===== src/rtl/mem_bus_if.sv =====
// mem_bus_if: MEM-stage load/store engine driving a single-beat strobe/ack data bus
// Ports:
//   clk, rst                  clock, asynchronous active-high reset
//   stall[5:0]                pipeline stall vector, stall[4] holds MEM/WB
//   mem_wd/wreg/wdata/aluop   EX/MEM register outputs
//   mem_mem_addr, mem_reg2    effective address and store data
//   wb_wd/wreg/wdata          results to MEM/WB
//   stallreq                  stall request while a bus access is outstanding
//   bus_*                     big-endian data bus (addr[1:0]=00 is bits 31:24)
//   misalign_o                misaligned-access flag, present only with ALIGN_EXC_EN
// Build option ALIGN_EXC_EN: misaligned accesses are flagged instead of being
// forced onto the aligned half/word.
module mem_bus_if #(
    parameter int ADDR_W = 32
) (
    input  logic              clk,
    input  logic              rst,
    input  logic [5:0]        stall,
    input  logic [4:0]        mem_wd,
    input  logic              mem_wreg,
    input  logic [31:0]       mem_wdata,
    input  logic [7:0]        mem_aluop,
    input  logic [31:0]       mem_mem_addr,
    input  logic [31:0]       mem_reg2,
    output logic [4:0]        wb_wd,
    output logic              wb_wreg,
    output logic [31:0]       wb_wdata,
    output logic              stallreq,
    output logic [ADDR_W-1:0] bus_addr_o,
    output logic [31:0]       bus_data_o,
    output logic [3:0]        bus_sel_o,
    output logic              bus_we_o,
    output logic              bus_stb_o,
`ifdef ALIGN_EXC_EN
    output logic              misalign_o,
`endif
    input  logic [31:0]       bus_data_i,
    input  logic              bus_ack_i
);
    localparam logic [7:0] EXE_LB_OP  = 8'b11100000;
    localparam logic [7:0] EXE_LBU_OP = 8'b11100100;
    localparam logic [7:0] EXE_LH_OP  = 8'b11100001;
    localparam logic [7:0] EXE_LHU_OP = 8'b11100101;
    localparam logic [7:0] EXE_LW_OP  = 8'b11100011;
    localparam logic [7:0] EXE_SB_OP  = 8'b11101000;
    localparam logic [7:0] EXE_SH_OP  = 8'b11101001;
    localparam logic [7:0] EXE_SW_OP  = 8'b11101011;
    localparam logic [4:0] NOP_REG_ADDR = 5'b00000;
    localparam logic       NO_STOP = 1'b0;

    typedef enum logic [1:0] {IDLE, BUSY, DONE} state_t;

    state_t      state;
    logic [31:0] rd_buf;
    logic        is_byte, is_half, is_word, is_load, is_store, is_mem;
    logic        bad, start, req;
    logic [3:0]  lanes;
    logic [31:0] st_data, ld_data;
    logic [7:0]  ld_b;
    logic [15:0] ld_h;
    logic        unused_ok;

    assign unused_ok = ^{stall[5], stall[3:0]};

    always_comb begin
        is_byte  = mem_aluop == EXE_LB_OP || mem_aluop == EXE_LBU_OP || mem_aluop == EXE_SB_OP;
        is_half  = mem_aluop == EXE_LH_OP || mem_aluop == EXE_LHU_OP || mem_aluop == EXE_SH_OP;
        is_word  = mem_aluop == EXE_LW_OP || mem_aluop == EXE_SW_OP;
        is_store = mem_aluop == EXE_SB_OP || mem_aluop == EXE_SH_OP || mem_aluop == EXE_SW_OP;
        is_mem   = is_byte || is_half || is_word;
        is_load  = is_mem && !is_store;
`ifdef ALIGN_EXC_EN
        bad = (is_half && mem_mem_addr[0]) || (is_word && mem_mem_addr[1:0] != 2'b00);
`else
        bad = 1'b0;
`endif
        start = is_mem && !bad;
        // strobe is combinational in IDLE so a same-cycle ack completes immediately
        req = !rst && ((state == IDLE && start) || state == BUSY);
        lanes = is_byte ? 4'b1000 >> mem_mem_addr[1:0] :
                is_half ? (mem_mem_addr[1] ? 4'b0011 : 4'b1100) : 4'b1111;
        st_data = mem_aluop == EXE_SB_OP ? {4{mem_reg2[7:0]}} :
                  mem_aluop == EXE_SH_OP ? {2{mem_reg2[15:0]}} :
                  mem_aluop == EXE_SW_OP ? mem_reg2 : 32'h0;
        ld_b = rd_buf[{~mem_mem_addr[1:0], 3'b000} +: 8];
        ld_h = rd_buf[{~mem_mem_addr[1], 4'b0000} +: 16];
        ld_data = mem_aluop == EXE_LB_OP  ? {{24{ld_b[7]}}, ld_b} :
                  mem_aluop == EXE_LBU_OP ? {24'h0, ld_b} :
                  mem_aluop == EXE_LH_OP  ? {{16{ld_h[15]}}, ld_h} :
                  mem_aluop == EXE_LHU_OP ? {16'h0, ld_h} : rd_buf;
        bus_stb_o  = req;
        bus_we_o   = req && is_store;
        bus_sel_o  = req ? lanes : 4'h0;
        bus_addr_o = req ? {mem_mem_addr[ADDR_W-1:2], 2'b00} : '0;
        bus_data_o = req ? st_data : 32'h0;
        stallreq   = req;
        wb_wd      = rst ? NOP_REG_ADDR : mem_wd;
        wb_wreg    = !rst && mem_wreg && !bad;
        wb_wdata   = rst ? 32'h0 : (state == DONE && is_load) ? ld_data : mem_wdata;
`ifdef ALIGN_EXC_EN
        misalign_o = !rst && bad;
`endif
    end

    always_ff @(posedge clk or posedge rst) begin
        if (rst) begin
            state  <= IDLE;
            rd_buf <= 32'h0;
        end else begin
            unique case (state)
                IDLE: if (start) begin
                    if (bus_ack_i) rd_buf <= bus_data_i;
                    state <= bus_ack_i ? DONE : BUSY;
                end
                BUSY: if (bus_ack_i) begin
                    rd_buf <= bus_data_i;
                    state  <= DONE;
                end
                DONE: if (stall[4] == NO_STOP) state <= IDLE;
                default: state <= IDLE;
            endcase
        end
    end
endmodule


===== config.mk =====
export PLATFORM = sky130hd
export DESIGN_NAME = mem_bus_if
export DESIGN_NICKNAME = d
export VERILOG_FILES = /design/src/rtl/mem_bus_if.sv
export SDC_FILE = /design/constraint.sdc
export NUM_CORES = 1
export LEC_CHECK = 0
export BUFFER_PORTS_ARGS = -buffer_cell sky130_fd_sc_hd__buf_2
export CAP_MARGIN = 20
export CORE_AREA = 3 3 99 101
export CTS_BUF_LIST = sky130_fd_sc_hd__clkbuf_2 sky130_fd_sc_hd__clkbuf_4 sky130_fd_sc_hd__clkbuf_8
export CTS_CLUSTER_DIAMETER = 100
export CTS_CLUSTER_SIZE = 10
export DETAILED_ROUTE_END_ITERATION = 10
export DIE_AREA = 0 0 102 104
export GPL_ROUTABILITY_DRIVEN = 0
export PLACE_DENSITY = 0.9
export SYNTH_ARGS = -nofsm -noshare
export SYNTH_HDL_FRONTEND = slang
export SYNTH_SLANG_ARGS = --single-unit

===== constraint.sdc =====
create_clock -name clk -period 5 [get_ports clk]
set_input_delay 0.75 -clock clk [delete_from_list [all_inputs] [get_ports clk]]
set_output_delay 0.75 -clock clk [all_outputs]
set_load 0.03 [all_outputs]

==> results by group <==
Run status
  – Status: finished clean

Synthesis
  – Mapped Cells: between 400 and 500
  – Post-Syn Area: 3550 um^2
  – Main flop type after synthesis: dfrtp_1
  – Count leader, synth: nand2_1
  – Post-synth EDFFs: 0
  – Register bit total from synthesis: 34
  – Ranking of synthesized cells by area: dfrtp_1, mux2_2, and2_1
  – Synth warnings: 0
  – Distinct cell type count of the synthesized netlist: 56
  – Async SR Flop Fraction: 100%
  – Top cells by count, synth: nand2_1, and2_1, nor2_1
  – Yosys top cell area share: 24.0%
  – Mean Syn Cell Area: between 8 and 9 um^2
  – Cell taking the most area after synthesis: dfrtp_1
  – Sequential area share after synthesis: approximately a quarter

Detailed routing
  – DRC viols: 0
  – Routed wire length: ~14 mm
  – Pre-Repair DR Iteration Count: 5
  – Vias/cell: ~5.6
  – Via count: around 4,200
  – DR iter-0 viols: ~330
  – WL/cell: around 18 um
  – Final ANT Viol Nets: 0

Clock tree
  – Clock latency on the worst-skew pair: between 200 and 300 ps
  – Cts repair resizes: 0
  – CTS buffer count: 5
  – Clk slew on worst S/H paths: 70 ps
  – Root buffer cell: clkbuf_8
  – CTS sink count: 34
  – Postcts setup bufs: 0
  – H-tree depth: 2
  – Hold buffer count at CTS: 0
  – CTS Buffer Depth: 2
  – CTS tree: yes

Global routing
  – Initial antenna violation count: 0
  – Pin count of the biggest net entering global routing: 34
  – Gr usage total: about a quarter
  – GRT overflow: 0
  – Vias in the first global route: 4,021
  – First-pass GRT wire length: between 20 and 25 mm

Floorplan
  – Core ar.: around 9100 um^2
  – Die Width: a little over 100 um
  – Standard-cell rows: 35
  – Die height: roughly 100 um
  – # IOs: 260
  – Starting Density: 39.0%
  – Total die area: 10,600 um^2

Critical path
  – Internal reg-to-reg setup slack: 3520 ps
  – Worst EP required: 4250 ps
  – Crit-path max FO: 33
  – Setup crit start kind: primary input
  – Crit path capture type: primary output
  – Critical Path Source: mem_aluop[4]
  – Reg-to-reg startpoint: state[0]
  – CP Depth: 7
  – Reg2Reg Depth: 3
  – Cells along the critical path: buf_2, nand4b_4, a221oi_4, o211ai_1, inv_1, and2_1, buf_2
  – Cell family with most CP delay: buffers and inverters
  – Critical path class: primary input to primary output
  – CP max-delay cell: inv_1
  – RR Endpoint: rd_buf[23]
  – WP buf/inv: 3
  – Data arrival, critical path: ~3300 ps
  – CP Capture Point: bus_addr_o[15]
  – Slowest Stage Delay on Critical Path: about 650 ps
  – Most common cell on crit path: buf_2

STA
  – Max-slew violation count: 0
  – Slew HR: 41.9%
  – Final setup violation count: 0
  – Hold Vio Cnt, Final: 0
  – Final setup margin: 1000 ps
  – Clk_skew: about 5.4 ps
  – Setup_tns: 0 ps
  – Final min period: approximately 4000 ps
  – Tightest Pin Transition: around 870 ps
  – RSZ-0062 raised after global routing: no
  – Period utilization: 80.0%
  – Fmax: roughly 0.25 GHz

Worst hold path
  – Hold path startpoint: rd_buf[2]
  – Worst hold-check path type: flop to flop

Power and ir drop
  – VDD IR-drop max: about 0.16 mV
  – Power per cell area: ~230 nW/um^2
  – P_leak: about 2.5 nW

Cells and area
  – Layout area overhead: 37.3%
  – Layout Nets: roughly 790
  – Share of post-route cells with drive strength above 1: between 50 and 60%
  – N_diodes: 0

Run
  – Maxcap violations: 0

Placement
  – Post-DP HPWL: around 11 mm
  – IO buf count: around 250
  – Place WS: approximately 1000 ps
## routing by layer
metal	wire length, um	part of all wire (%)	track usage, %	up-vias
li1	-	-	-	1971
met1	5290	39	30.1	1979
met2	6990	51	43.0	229
met3	1080	7.9	3.55	30
met4	316	2.3	7.22	0
met5	0	0	0	-
## how the worst min path moves through the flow
stage / slack (ps) / to / cells after the start
2_1_floorplan: 500 / rd_buf[21] / 1
6_report: 540 / rd_buf[2] / 1
3_5_place_dp: 530 / rd_buf[2] / 1
5_1_grt: 570 / rd_buf[4] / 1
3_3_place_gp: 520 / rd_buf[1] / 1
4_1_cts: 540 / rd_buf[2] / 1
## metrics by stage
step | power (mW) | std cells | hold slack [ps] | utilization, % | instance area [um^2]
3_3_place_gp | 0.857 | 745 | 516 | 52.3 | 4760
4_1_cts | 1.10 | 753 | 542 | 53.3 | 4850
5_1_grt | 1.16 | 754 | 574 | 53.5 | 4870
3_5_place_dp | 0.876 | 745 | 527 | 52.3 | 4760
6_report | 1.10 | 754 | 543 | 53.5 | 4870
2_1_floorplan | 0.717 | 417 | 496 | - | 3550
## final cells by class
class                   instances  area, um^2
clock buffers                   7        90.1
clock inverters                 1        5.00
fillers                       866        4230
inverters                      10        37.5
multi-input cells             336        2460
flip-flops and latches         34         851
well taps                     111         139
repair buffers                255        1300
## power breakdown
| group | internal (mW) | switching [mW] |
|---|---|---|
| registers | 0.362 | 0.0950 |
| logic | 0.209 | 0.214 |
| clock network | 0.117 | 0.104 |
## flip-flops by register name, summed over array words and instances, names as in the netlist
signal	count
rd_buf	32
state	2
## cell usage in the layout (no fill, tap or decap), types with 6 or more instances in the layout
cell type	n
buf_2	252
nand2_1	40
and2_1	39
nor2_1	38
mux2_2	34
dfrtp_1	34
a21oi_1	30
o21ai_0	24
nor3_1	12
a22o_1	11
nor2b_1	9
o2bb2ai_1	9
inv_1	8
a2111oi_2	8
a22oi_1	7
mux4_2	6
a211o_1	6
clkbuf_8	6
## kinds of logic after synthesis
logic type	Yosys count	share of synthesized area [%]
muxes	44	15.7
and+or+nand+nor	164	24.5
AOI/OAI and AO/OA	126	28.7
buffers and inverters	47	6.98
other	1	0.106
DFF	34	24.0
(Power assumes the default switching activity.)
